### src/rtl/instruction_fetch_unit.sv
// -----------------------------------------------------------------------------
// instruction_fetch_unit
//
// Owns the architectural PC. Fetches one instruction word over a req/ack
// instruction-memory port, presents it with its PC to the decode/control
// stage, then computes the next PC from the controller's selection once
// the datapath signals that the current instruction is done.
//
// Ports:
//   i_clock       rising-edge clock
//   i_reset       synchronous active-high reset
//   o_imemAddr    instruction memory address (held stable while requesting)
//   o_imemReq     instruction memory request
//   i_imemAck     memory ack; i_imemData valid in the same cycle
//   i_imemData    instruction word from memory
//   i_pcNextSel   00/11 = PC+4, 01 = PC+offset, 10 = (rs1+offset) & ~1
//   i_offset      sign-extended branch/jump immediate
//   i_rs1Data     rs1 value for indirect jumps
//   i_advance     datapath finished the current instruction
//   o_inst        current instruction word
//   o_instPC      PC of o_inst
//   o_instValid   o_inst / o_instPC valid
//   o_misaligned  sticky: computed next PC was not 4-byte aligned
//   o_timeout     sticky: ack not received within MAX_WAIT cycles
// -----------------------------------------------------------------------------
module instruction_fetch_unit #(
  parameter int unsigned         PC_WIDTH = 32,
  parameter logic [PC_WIDTH-1:0] RESET_PC = '0,
  parameter int unsigned         MAX_WAIT = 255
) (
  input  logic                i_clock,
  input  logic                i_reset,
  output logic [PC_WIDTH-1:0] o_imemAddr,
  output logic                o_imemReq,
  input  logic                i_imemAck,
  input  logic [31:0]         i_imemData,
  input  logic [1:0]          i_pcNextSel,
  input  logic [PC_WIDTH-1:0] i_offset,
  input  logic [PC_WIDTH-1:0] i_rs1Data,
  input  logic                i_advance,
  output logic [31:0]         o_inst,
  output logic [PC_WIDTH-1:0] o_instPC,
  output logic                o_instValid,
  output logic                o_misaligned,
  output logic                o_timeout
);

  localparam logic [31:0] NOP = 32'h0000_0013;
  // Counter value seen in the last permitted wait cycle; the edge that ends
  // that cycle is the one where the count would reach MAX_WAIT.
  localparam logic [15:0] WAIT_LAST = 16'(MAX_WAIT - 1);

  typedef enum logic [1:0] {
    S_RESET,
    S_FETCH,
    S_HOLD,
    S_FAULT
  } state_t;

  state_t              state;
  logic [PC_WIDTH-1:0] pc;
  logic [15:0]         wait_cnt;
  logic [PC_WIDTH-1:0] next_pc;

  // Next-PC selection; all sums wrap modulo 2^PC_WIDTH.
  always_comb begin
    next_pc = pc + PC_WIDTH'(4);
    case (i_pcNextSel)
      2'b01:   next_pc = pc + i_offset;
      2'b10:   next_pc = (i_rs1Data + i_offset) & {{(PC_WIDTH-1){1'b1}}, 1'b0};
      default: next_pc = pc + PC_WIDTH'(4);
    endcase
  end

  always_ff @(posedge i_clock) begin
    if (i_reset) begin
      state        <= S_RESET;
      pc           <= RESET_PC;
      wait_cnt     <= '0;
      o_imemReq    <= 1'b0;
      o_imemAddr   <= RESET_PC;
      o_inst       <= NOP;
      o_instPC     <= RESET_PC;
      o_instValid  <= 1'b0;
      o_misaligned <= 1'b0;
      o_timeout    <= 1'b0;
    end else begin
      case (state)
        S_RESET: begin
          state      <= S_FETCH;
          o_imemReq  <= 1'b1;
          o_imemAddr <= pc;
          wait_cnt   <= '0;
        end

        S_FETCH: begin
          if (i_imemAck) begin
            o_inst      <= i_imemData;
            o_instPC    <= pc;
            o_instValid <= 1'b1;
            o_imemReq   <= 1'b0;
            wait_cnt    <= '0;
            state       <= S_HOLD;
          end else if (wait_cnt == WAIT_LAST) begin
            o_timeout <= 1'b1;
            o_imemReq <= 1'b0;
            state     <= S_FAULT;
          end else begin
            wait_cnt <= wait_cnt + 16'd1;
          end
        end

        S_HOLD: begin
          if (i_advance) begin
            o_instValid <= 1'b0;
            if (next_pc[1:0] != 2'b00) begin
              o_misaligned <= 1'b1;
              state        <= S_FAULT;
            end else begin
              pc         <= next_pc;
              o_imemReq  <= 1'b1;
              o_imemAddr <= next_pc;
              wait_cnt   <= '0;
              state      <= S_FETCH;
            end
          end
        end

        default: begin
          // Terminal fault: everything holds until reset.
          o_imemReq   <= 1'b0;
          o_instValid <= 1'b0;
        end
      endcase
    end
  end

endmodule

### config.mk
export PLATFORM = sky130hd
export DESIGN_NAME = instruction_fetch_unit
export DESIGN_NICKNAME = d
export VERILOG_FILES = /design/src/rtl/instruction_fetch_unit.sv
export SDC_FILE = /design/constraint.sdc
export NUM_CORES = 1
export LEC_CHECK = 0
export ABC_CLOCK_PERIOD_IN_PS = 4900
export BUFFER_PORTS_ARGS = -buffer_cell sky130_fd_sc_hd__buf_2
export CORE_MARGIN = 4
export CORE_UTILIZATION = 47
export CTS_CLUSTER_SIZE = 12
export DETAILED_ROUTE_END_ITERATION = 8
export PLACE_DENSITY = 0.73
export SLEW_MARGIN = 10
export SYNTH_ARGS = -nofsm -noshare
export SYNTH_HDL_FRONTEND = slang
export SYNTH_SLANG_ARGS = --single-unit
### constraint.sdc
create_clock -name i_clock -period 4.9 [get_ports i_clock]
set_input_delay 0.245 -clock i_clock [delete_from_list [all_inputs] [get_ports i_clock]]
set_output_delay 0.245 -clock i_clock [all_outputs]
set_load 0.01 [all_outputs]
-- Word-level counts from Yosys, hierarchy flattened
Index checks and enable logic that the tools add are counted.
- register bits: 150
- input port bits: 102
- word-level logic and storage cells: 62
- add/sub/neg operators: 4
- equality and inequality tests: 10
- multiplexer cells: 22
- bitwise logic cells: 3
- reductions and logical operators: 13
- operator list (cell ; count):
    32-bit one-hot mux with 2 select lines ; 2
    32-bit adder ; 2
    16-bit two-way mux ; 4
    32-bit two-way mux ; 2
    16-bit one-hot mux with 3 select lines ; 1
    32-bit by 3-bit adder with 32-bit output (second input constant) ; 1
    3-bit AND reduction ; 7
    16-bit by 1-bit adder with 16-bit output (second input constant) ; 1
    16-bit by 8-bit equality test with 1-bit output (second input constant) ; 1
    2-bit two-way mux ; 4
    1-bit two-way mux ; 6
    2-bit inequality test (second input constant) ; 3
    3-bit inequality test (second input constant) ; 2
    1-bit one-hot mux with 3 select lines ; 2
    2-bit one-hot mux with 3 select lines ; 1
    2-bit by 1-bit equality test with 1-bit output (second input constant) ; 2
    2-bit equality test (second input constant) ; 2
    4-bit AND reduction ; 1
    2-bit nonzero test ; 2
    1-bit NOT ; 3
    3-bit nonzero test ; 1
    2-bit zero test ; 1
    2-bit AND reduction ; 1

-- Depth between registers and ports, before layout
Gate-level depths: netlist (run 1).
- word-level depth: 6
- mapped depth: 12
- gate-level depth less buffers: 11

-- Worst setup path before layout (run 1)
OpenSTA, ideal clock, no wires.
- kind: register -> register
- start point: reg pc[0]
- end point: reg o_imemAddr[24]
- setup time: 0.101 ns
- data arrival time: 2.703 ns
- required time: 4.799 ns
- slack: 2.096 ns
- stages on the path, launching flop included: 12
- path buffers: 0
- clock period less this slack: 2.804 ns
- cells stage by stage: dfxtp_1 > ha_1 > fa_1 > a211oi_1 > o21ai_0 > a21bo_4 > a2111oi_2 > o31ai_1 > xnor2_1 > o21ai_1 > a211oi_1 > o41ai_1
- word-level cells in the longest chain between the ends: 5
- elaborated cells on any way between the ends: 9
- those cells by class: 2 x add/sub; 1 x eq/ne; 4 x mux; 2 x reduce/logical
- RTL lines (item ; line ; RTL):
    from (decl) ; 61 ; logic [PC_WIDTH-1:0] pc;
    from (signal assigned) ; 120 ; pc <= next_pc;
    32-bit by 3-bit adder with 32-bit output / 32-bit adder (equally long branches) ; 71, 69 ;
    32-bit one-hot mux with 2 select lines (*) ; 68 ; case (i_pcNextSel)
    32-bit two-way mux / 2-bit nonzero test (equally long branches) ; 116 ; if (next_pc[1:0] != 2'b00) begin
    32-bit two-way mux / 2-bit inequality test (equally long branches) ; n/a ;
    32-bit one-hot mux with 2 select lines / 3-bit AND reduction (equally long branches) ; n/a ;
    to (signal assigned) ; 92 ; o_imemAddr <= pc;
    to (signal assigned) ; 122 ; o_imemAddr <= next_pc;
    to (decl) ; 33 ; output logic [PC_WIDTH-1:0] o_imemAddr,
Every way passes the cells marked *; elsewhere a longest branch is shown, timed or not. The select of a mux whose other input is x is not followed.
A chain may end at the register's enable or synchronous reset.

-- Final worst setup path (run 1)
- start point: reg pc[0]
- end point: reg wait_cnt[13]
- word-level cells in the longest chain between the ends: 5
- elaborated cells on any way between the ends: 6
- those cells by class: 2 x add/sub; 1 x eq/ne; 1 x mux; 2 x reduce/logical
- RTL lines (item ; line ; RTL):
    32-bit by 3-bit adder with 32-bit output / 32-bit adder (equally long branches) ; 71, 69 ;
    32-bit one-hot mux with 2 select lines (*) ; 68 ;
    2-bit nonzero test (*) ; 116 ;
    2-bit inequality test (no source line) (*) ; n/a ;
    4-bit AND reduction (no source line) (*) ; n/a ;
    to (signal assigned) ; 109 ; wait_cnt <= wait_cnt + 16'd1;
    to (decl) ; 62 ; logic [15:0] wait_cnt;
Every way passes the cells marked *; elsewhere a longest branch is shown, timed or not.

==> metrics.cfg, run 1 <==
[run]
cap_violations = 0

[critical_path]
crit_buf_inv = 0
worstSetupPathType = reg2reg
critPathCaptureType = register
crit_path_frequent_cell = nand4_1
worst-path-stages = 11
worst-path-max-fanout = 9
path_cells = ha_1 -> fa_1 -> a221oi_2 -> o22ai_1 -> and2_1 -> a311oi_4 -> nand4_1 -> nor2_2 -> nand4_1 -> xor2_1 -> nor2_1
cp-start-kind = register
r2r_cells = 11
slowest_delay_ps = 440
crit_family = simple AND/OR/NAND/NOR gates
worstPathArrival_ps = 3550
worst_ep_required_time_ps = 5180
cpMaxStageDelayCell = fa_1

[global_route]
grt_pass1_vias = 9754
top_usage_layer = met2
grt_use_total_pct = 25.0
grt_pass1_wl_mm = 50.4
antenna_found_initial = 0
grtUsageMet3_pct = 4.45
gr-usage-met1_pct = 32.8
grt_max_degree = 105
use_met2_pct = 42.1
grt-ovfl-total = 0

[detailed_routing]
final_antenna_net_count = 0
drtIter0Drc = 850
routed_via_density = 5.85
dr.pass1.iters = 5
wl_per_cell_um = 17.8
num_vias = 10600
drcViolationCount = 0
wl_mm = 32.2

[floorplanning]
num_rows = 54
start_util_pct = 47.9
core-area_um2 = 21900
ioPinCount = 202
fp.dieArea_um2 = 24800
die_w_um = 157
die_y_um = 157

[pwr]
p_sw_mw = 1.50
p_seq_share_pct = 34.4
power.leakage_nw = 5.16
swShare_pct = 35.6
p_comb_share_pct = 32.5
p_per_area_nw_per_um2 = 347
power.internal_mw = 2.72
peakVddDrop_v = 0.000268
total_power_mw = 4.23
clkPwrFrac_pct = 33.0

[cells_and_area]
area_growth_pct = 16.2
finalNonFillerCells = 1813
nets = 1694
drive_gt1_share_pct = 17.5
n_antenna_cell = 0

[clock_tree]
clk_pin_slew_ps = 60
cts-buffers-inserted = 17
cts_sinks = 150
cts_tree = built
insertion_delay_ps = 420
cts_setup_buffers = 0
cts_resized = 0
cts.root.buffer_cell = clkbuf_16
ctsHtreeMaxLevel = 4
cts_buffer_depth = 2
ctsHoldBuffers = 0

[place]
dp_hpwl_mm = 24.5
place_inst = 1782
routabilityCongestion = 0.911
post-place-ws_ps = 1640
placement.io_buffers = 201

[logic_synthesis]
yosys-top-cells-area = dfxtp_1 (29%), nand2_1 (8.6%), a21oi_1 (8.4%), ha_1 (8.2%), xnor2_1 (4.3%)
synth_seq_cells = 150
synth.distinct_cells = 79
yosys.area.top_type_share_pct = 28.6
yosys_warnings = 0
synth_most_common_cell = nand2_1
syn_area_um2 = 10500
seq_area_frac_synth_pct = 28.6
async_flop_share_pct = 0
synth_cells = 1383
postSynthAreaPerCell_um2 = 7.58
synth_edf_count = 0
synth_ff_type = dfxtp_1
syn_nets = 1556
ys_top_cells_by_count = nand2_1 (241), a21oi_1 (177), dfxtp_1 (150), nor2_1 (87), ha_1 (69)
post-synth-top-area-cell = dfxtp_1

[timing]
finalSetupTns_ps = 0
hold_ws_ps = 47.2
worst_pin_slew_ps = 1160
skew_ps = 11.2
finalHoldViolations = 0
final.period_utilization_pct = 66.8
period_needed_ps = 3270
fmax_ghz = 0.305
setup_violations = 0
slew_headroom_pct = 22.4
rsz0062_at_grt = false
layout_setup_ws_ps = 1630
maxSlewViolCount = 0

[outcome]
status = finished, final reports clean

[hold_path]
hold_depth = 3
hold_class = in2reg

power by group through the flow:
stage	Clock, mW	Sequential (mW)	Combinational (mW)
after floorplan	0	1.51	0.893
after global placement	0	1.47	1.34
after detailed placement	0	1.48	1.37
after CTS	1.41	1.45	1.37
after global routing	1.47	1.47	1.52
final	1.40	1.46	1.37
per-stage QoR:
stage / area (um^2) / utilization, %
global route: 12200 / 55.6
detailed placement: 11500 / 52.8
floorplan: 10500 / -
CTS: 12200 / 55.6
finish: 12200 / 55.6
global placement: 11500 / 52.8
final cells by class:
class                   count  area, um^2
clock buffers              19         453
clock inverters            12         178
fillers                  2189        9710
inverters                  28         105
multi-input cells        1113        7010
flip-flops and latches    150        3000
well taps                 280         350
repair buffers            211        1080
metal layers:
layer	vias to the layer above	part of all wire (%)
met3	47	5.9
met4	0	2.4
met5	-	0
met2	326	48
li1	5290	-
met1	4947	43
final timing paths:
kind                               startpoint            to  slack, ps
worst max-delay path                    pc[0]  wait_cnt[13]       1630
worst min-delay path            i_imemData[1]     o_inst[1]         50
worst max register to register          pc[0]  wait_cnt[13]       1630
worst min register to register   o_instPC[13]  o_instPC[13]        450
worst reg2reg max path, delay by kind of cell, from the launching register on:
| family | cells | cell delay, ps |
|---|---|---|
| AND/OR/NAND/NOR | 5 | 1050 |
| AO/OA/AOI/OAI | 3 | 850 |
| adder cells (fa/ha/maj) | 2 | 680 |
| flip-flops | 1 | 420 |
| XOR/XNOR | 1 | 140 |
kinds of logic after synthesis:
| logic type | Yosys count | share of synthesized area, % |
|---|---|---|
| and+or+nand+nor | 508 | 22.3 |
| AOI/OAI and AO/OA | 435 | 27.4 |
| DFF | 150 | 28.6 |
| buffers and inverters | 120 | 4.62 |
| xor gates and xnor gates | 84 | 7.02 |
| adders and majority gates | 71 | 8.61 |
| muxes | 15 | 1.43 |
flip-flops by register name (all words and copies together) (netlist names):
name / count
o_imemAddr: 32
o_imemReq: 1
o_inst: 32
o_instPC: 32
o_instValid: 1
o_misaligned: 1
o_timeout: 1
pc: 32
state: 2
wait_cnt: 16
cells in the final DEF (no fill, tap or decap), drive strengths merged, types with 21 or more instances in the layout:
cell and n:
nand2 241, nor3 26, o21ai 55, nand4 22
nand3 44, inv 27, a221oi 21, dfxtp 150
buf 211, ha 69, xor2 32, nor2 88
a21o 37, a21oi 178, a211oi 35, xnor2 52
No activity file was read; power rests on OpenSTA's default activity.
==> run 2: changes to the inputs <==
ABC_CLOCK_PERIOD_IN_PS = 2900   (was 4900)
PLACE_DENSITY = 0.75   (was 0.73)
clock period = 2.9 ns   (was 4.9 ns; I/O delays follow)
==> run 2 against run 1 <==
Critical path depth shrank 1. Power grew 76%. Clock skew increased by 1.9 ps. Sequential power up 67%. Critical path type unchanged. Routed wire length grew 5.2%. Die area is the same. Worst setup slack lost 1600 ps. Combinational power grew 94%. Final cell count grew 6.5%. Non-clock buffer count increased by 117. Sequential cell count stayed put.
==> metrics.cfg, run 2 (synthesis results as in run 1) <==
[timing]
skew_ps = 13.1
hold_ws_ps = 70.7
setup_violations = 0
final.period_utilization_pct = 99.2
slew_headroom_pct = 20.0
maxSlewViolCount = 0
period_needed_ps = 2880
rsz0062_at_grt = true
finalHoldViolations = 0
worst_pin_slew_ps = 1200
fmax_ghz = 0.348
layout_setup_ws_ps = 22.3

[detailed_routing]
num_vias = 11300
drcViolationCount = 0
routed_via_density = 5.86
wl_per_cell_um = 17.5
wl_mm = 33.9
dr.pass1.iters = 5
final_antenna_net_count = 0
drtIter0Drc = 970

[cells_and_area]
mostFrequentLayoutCell = nand2_1
final_cell_mix = nand2_1 (240), buf_2 (200), a21oi_1 (175), dfxtp_1 (148), buf_4 (90)
drive_gt1_share_pct = 22.2
area_growth_pct = 26.7
fin_area_um2 = 13300
n_antenna_cell = 0
final_util_pct = 60.7
nets = 1811

[floorplanning]
fp.dieArea_um2 = 24800
die_y_um = 157
start_util_pct = 47.9
ioPinCount = 202
die_w_um = 157
core-area_um2 = 21900
num_rows = 54

[global_route]
grt_max_degree = 108
grt_pass1_wl_mm = 53.1
grt_pass1_vias = 10700
antenna_found_initial = 0
grt-ovfl-total = 0
grt_use_total_pct = 26.3

[outcome]
status = finished, final reports clean

[hold_path]
hold_class = in2reg

[place]
placement.io_buffers = 201
post-place-ws_ps = -102
dp_hpwl_mm = 25.2
dpl-instance-area_um2 = 12200
routabilityCongestion = 0.938

[critical_path]
worst_ep_required_time_ps = 3240
worstPathArrival_ps = 3220
timing.rr.end = wait_cnt[5]
timing.rr.start = pc[0]
cp-start-kind = register
cp-endpoint = wait_cnt[5]
worst-path-max-fanout = 5
worstSetupPathType = reg2reg
r2r_cells = 10
critPathCaptureType = register
rrSetupSlack_ps = 20
crit_path_start = pc[0]

[clock_tree]
cts_buffer_depth = 2
cts_tree = built
ctsHtreeMaxLevel = 4
cts-buffers-inserted = 17
cts_sinks = 150
insertion_delay_ps = 420
cts.root.buffer_cell = clkbuf_16
clk_pin_slew_ps = 60

[pwr]
p_per_area_nw_per_um2 = 560
power.leakage_nw = 5.76
peakVddDrop_v = 0.000406

[run]
cap_violations = 0

-- run 2: changes by cell type in the layout (fill, tap and decap cells not counted), moves of 3 or more --
cell and change:
buf_12 +4, a221oi_1 -3, a221oi_2 +3, dlygate4sd3_1 +34, buf_4 +79
-- run 2: worst max-delay path: stages, from the launching register on --
cell and delay [ps]:
dfxtp_2 350, ha_4 140, fa_2 430, a221oi_2 240
o22ai_2 200, and2_4 200, a311oi_4 390, nand4_1 240
buf_4 200, or3_4 310, a21oi_1 110
-- run 2: layout make-up --
type                    count  area [um^2]
clock buffers              20          447
flip-flops and latches    150         3010
well taps                 280          350
repair buffers            328         2100
inverters                  28          105
multi-input cells        1113         7100
fillers                  2017         8610
clock inverters            12          176
-- run 2: how the worst min path moves through the flow --
stage | from | to | slack, ps | cells past startpoint
2_1_floorplan | i_imemData[0] | o_inst[0] | 270 | 2
3_3_place_gp | i_imemData[0] | o_inst[0] | 370 | 3
3_5_place_dp | i_imemData[1] | o_inst[1] | 370 | 3
4_1_cts | i_advance | o_misaligned | 50 | 3
5_1_grt | i_advance | o_misaligned | 60 | 3
6_report | i_advance | o_misaligned | 70 | 3
-- run 2: layer usage --
layer / track usage, % / vias to the layer above / wire length (um)
li1: - / 5522 / -
met1: 33.1 / 5283 / 14300
met2: 43.6 / 414 / 15900
met3: 3.96 / 102 / 2050
met4: 13.6 / 0 / 1670
met5: 0 / - / 0
-- run 2: repair_timing --
| item | 4_1_cts | 5_1_grt |
|---|---|---|
| pin swaps | 0 | 11 |
| gates resized for setup | 4 | 19 |
| hold endpoints to repair | 40 | 0 |
| setup buffers | 0 | 2 |
| endpoints found under the setup margin | 10 | 31 |
| hold buffers | 34 | 0 |
-- run 2: through the flow --
step | cells | power [mW] | TNS, ps
detailed placement | 1863 | 5.03 | -269
CTS | 1929 | 7.43 | 0
floorplan | 1383 | 4.06 | 0
global placement | 1863 | 4.98 | -101
global route | 1931 | 7.82 | -207
finish | 1931 | 7.44 | 0
-- run 2: power breakdown --
group | switching, mW | internal, mW
Combinational | 1.62 | 1.04
Sequential | 0.149 | 2.29
Clock | 0.870 | 1.46
Total | 2.64 | 4.80
==> run 3: changes to the inputs <==
ABC_AREA = 1   (was unset)
ABC_CLOCK_PERIOD_IN_PS = 2400   (was 2900)
MAX_ROUTING_LAYER = met4   (was unset)
PLACE_DENSITY = 0.74   (was 0.75)
clock period = 2.4 ns   (was 2.9 ns; I/O delays follow)
==> run 3 against run 2 <==
Routed wire length grew 22%. Sequential share of layout area shrank 2.4 points. Synthesized area grew 14%. Critical path depth grew 3. Power grew 33%. Critical endpoint is now pc[26]. Largest cell class unchanged. Highest routed layer unchanged.
==> metrics.cfg, run 3 <==
[logic_synthesis]
syn_area_um2 = 11900
yosys-top-cells-area = dfxtp_1 (25%), nand2_1 (20%), inv_1 (9.8%), ha_1 (7.2%), a21oi_1 (6.8%)
ys_top_cells_by_count = nand2_1 (628), inv_1 (310), nor2_1 (201), a21oi_1 (162), dfxtp_1 (150)
seq_area_frac_synth_pct = 25.2
synth_edf_count = 0
post-synth-top-area-cell = dfxtp_1
synth_cells = 2037
postSynthAreaPerCell_um2 = 5.85
yosys_warnings = 0
async_flop_share_pct = 0
syn_nets = 2210
synth_most_common_cell = nand2_1
yosys.area.top_type_share_pct = 25.2
synth.distinct_cells = 46
synth_ff_type = dfxtp_1
synth_seq_cells = 150

[timing]
rsz0062_at_grt = true
fmax_ghz = 0.421
setup_violations = 0
skew_ps = 15.2
finalHoldViolations = 0
worst_pin_slew_ps = 621
slew_headroom_pct = 58.6
final.period_utilization_pct = 99.0
maxSlewViolCount = 0
period_needed_ps = 2380

[detailed_routing]
wl_per_cell_um = 15.7
num_vias = 14000
wl_mm = 41.5
drcViolationCount = 0
dr.pass1.iters = 6
final_antenna_net_count = 0
drtIter0Drc = 1380
routed_via_density = 5.27

[cells_and_area]
mostFrequentLayoutCell = nand2_1
nets = 2477
fin_area_um2 = 14800
drive_gt1_share_pct = 16.3
n_antenna_cell = 0
final_cell_mix = nand2_1 (620), inv_1 (308), buf_2 (201), nor2_1 (199), a21oi_1 (162)
fillers = 2528
area_growth_pct = 24.5
final_util_pct = 59.3

[pwr]
p_per_area_nw_per_um2 = 668
total_power_mw = 9.92
power.leakage_nw = 7.83
peakVddDrop_v = 0.000567

[critical_path]
crit_buf_inv = 4
worstPathArrival_ps = 2750
worst-path-max-fanout = 11
worst_ep_required_time_ps = 2780
critPathCaptureType = register
rrSetupSlack_ps = 20
slowest_delay_ps = 420
cpMaxStageDelayCell = fa_2
crit_family = simple AND/OR/NAND/NOR gates
cp-start-kind = register
worstSetupPathType = reg2reg
path_cells = ha_4 -> fa_2 -> nand2_1 -> nand2_1 -> nand2_1 -> o21ai_2 -> or2_1 -> nor3_4 -> buf_12 -> buf_6 -> clkbuf_16 -> o211ai_1 -> inv_1
crit_path_frequent_cell = nand2_1

[global_route]
antenna_found_initial = 0
grt_use_total_pct = 28.6
grt_max_degree = 73
top_usage_layer = met2
grtUsageMet3_pct = 4.04
grt_pass1_vias = 12700
gr-usage-met1_pct = 36.0
grt-ovfl-total = 0
grt_pass1_wl_mm = 64.2
use_met2_pct = 47.0

[clock_tree]
clk_pin_slew_ps = 70
insertion_delay_ps = 430
cts_sinks = 150
ctsHtreeMaxLevel = 4
cts_tree = built
cts_buffer_depth = 2
cts.root.buffer_cell = clkbuf_16
cts-buffers-inserted = 17

[floorplanning]
start_util_pct = 47.6
core-area_um2 = 25000
die_w_um = 167
ioPinCount = 202
num_rows = 58
fp.dieArea_um2 = 28000
die_y_um = 167

[outcome]
status = finished, final reports clean

[place]
routabilityCongestion = 0.994
placement.io_buffers = 201
dp_hpwl_mm = 31.7
dpl-instance-area_um2 = 13700

[run]
cap_violations = 0

[hold_path]
hold_class = in2reg

-- run 3: cell count changes in the layout (fill, tap and decap cells not counted), sizes merged, moves of 20 or more --
cell    change
nor2      +121
nand3      +83
a211oi     -31
o21ai      +88
xnor2      -47
a221oi     -20
nand2     +394
inv       +297
a21o       -36
-- run 3: worst paths after layout --
kind,startpoint,end,depth (start not counted)
worst max-delay path,pc[0],pc[26],13
worst min-delay path,i_imemData[24],o_inst[24],3
worst max register to register,pc[0],pc[26],13
worst min register to register,o_timeout,o_timeout,2
-- run 3: metal layers --
metal	vias to the layer above	part of all wire [%]
met3	99	6.2
met5	-	0
met4	0	3.5
li1	7020	-
met2	532	47
met1	6305	44
-- run 3: worst reg2reg max path: stages (launching register included) --
cell	delay [ps]
dfxtp_2	360
ha_4	150
fa_2	420
nand2_1	60
nand2_1	50
nand2_1	70
o21ai_2	80
or2_1	280
nor3_4	240
buf_12	160
buf_6	130
clkbuf_16	180
o211ai_1	90
inv_1	70
-- run 3: per-stage QoR --
step	cells	setup TNS (ps)	hold WS, ps	setup slack [ps]
6_report	2647	0	12.5	24.5
5_1_grt	2647	-2570	24.3	-101
4_1_cts	2638	-23.9	3.11	-14.7
3_5_place_dp	2576	-429	326	-89.2
3_3_place_gp	2576	-50.4	323	-36.8
2_1_floorplan	2037	0	233	148
-- run 3: timing repair --
item                                    in CTS  in global routing
endpoints found under the hold margin       29                  0
pin swaps                                    0                  9
buffers inserted                             0                  6
endpoints found under the setup margin      32                 77
resized for setup                            5                 35
hold buffers                                29                  0
gates cloned                                 1                  3
-- run 3: report_power, final --
part	switching [mW]	internal, mW	leakage [nW]
logic	2.50	1.44	6.30
registers	0.267	2.94	1.22
clock network	1.18	1.59	0.300
total	3.94	5.98	7.83
-- run 3: kinds of logic after synthesis --
| kind of cell | after synthesis | share of synthesized area [%] |
|---|---|---|
| simple gates | 1060 | 37.5 |
| buf+inv | 379 | 12.1 |
| compound gates | 345 | 15.3 |
| flops | 150 | 25.2 |
| fa+ha+maj | 71 | 7.58 |
| xor+xnor | 32 | 2.35 |
-- run 3: area by class of cell --
| cell class | instances | area [um^2] | share of cell area [%] |
|---|---|---|---|
| Sequential cell | 150 | 3010 | 20.2 |
| Clock inverter | 14 | 163 | 1.10 |
| Tap cell | 330 | 413 | 2.78 |
| Inverter | 318 | 1200 | 8.10 |
| Timing Repair inverter | 1 | 5.00 | 0.0337 |
| Multi-Input combinational cell | 1508 | 7650 | 51.5 |
| Clock buffer | 18 | 439 | 2.96 |
| Timing Repair Buffer | 308 | 1970 | 13.3 |
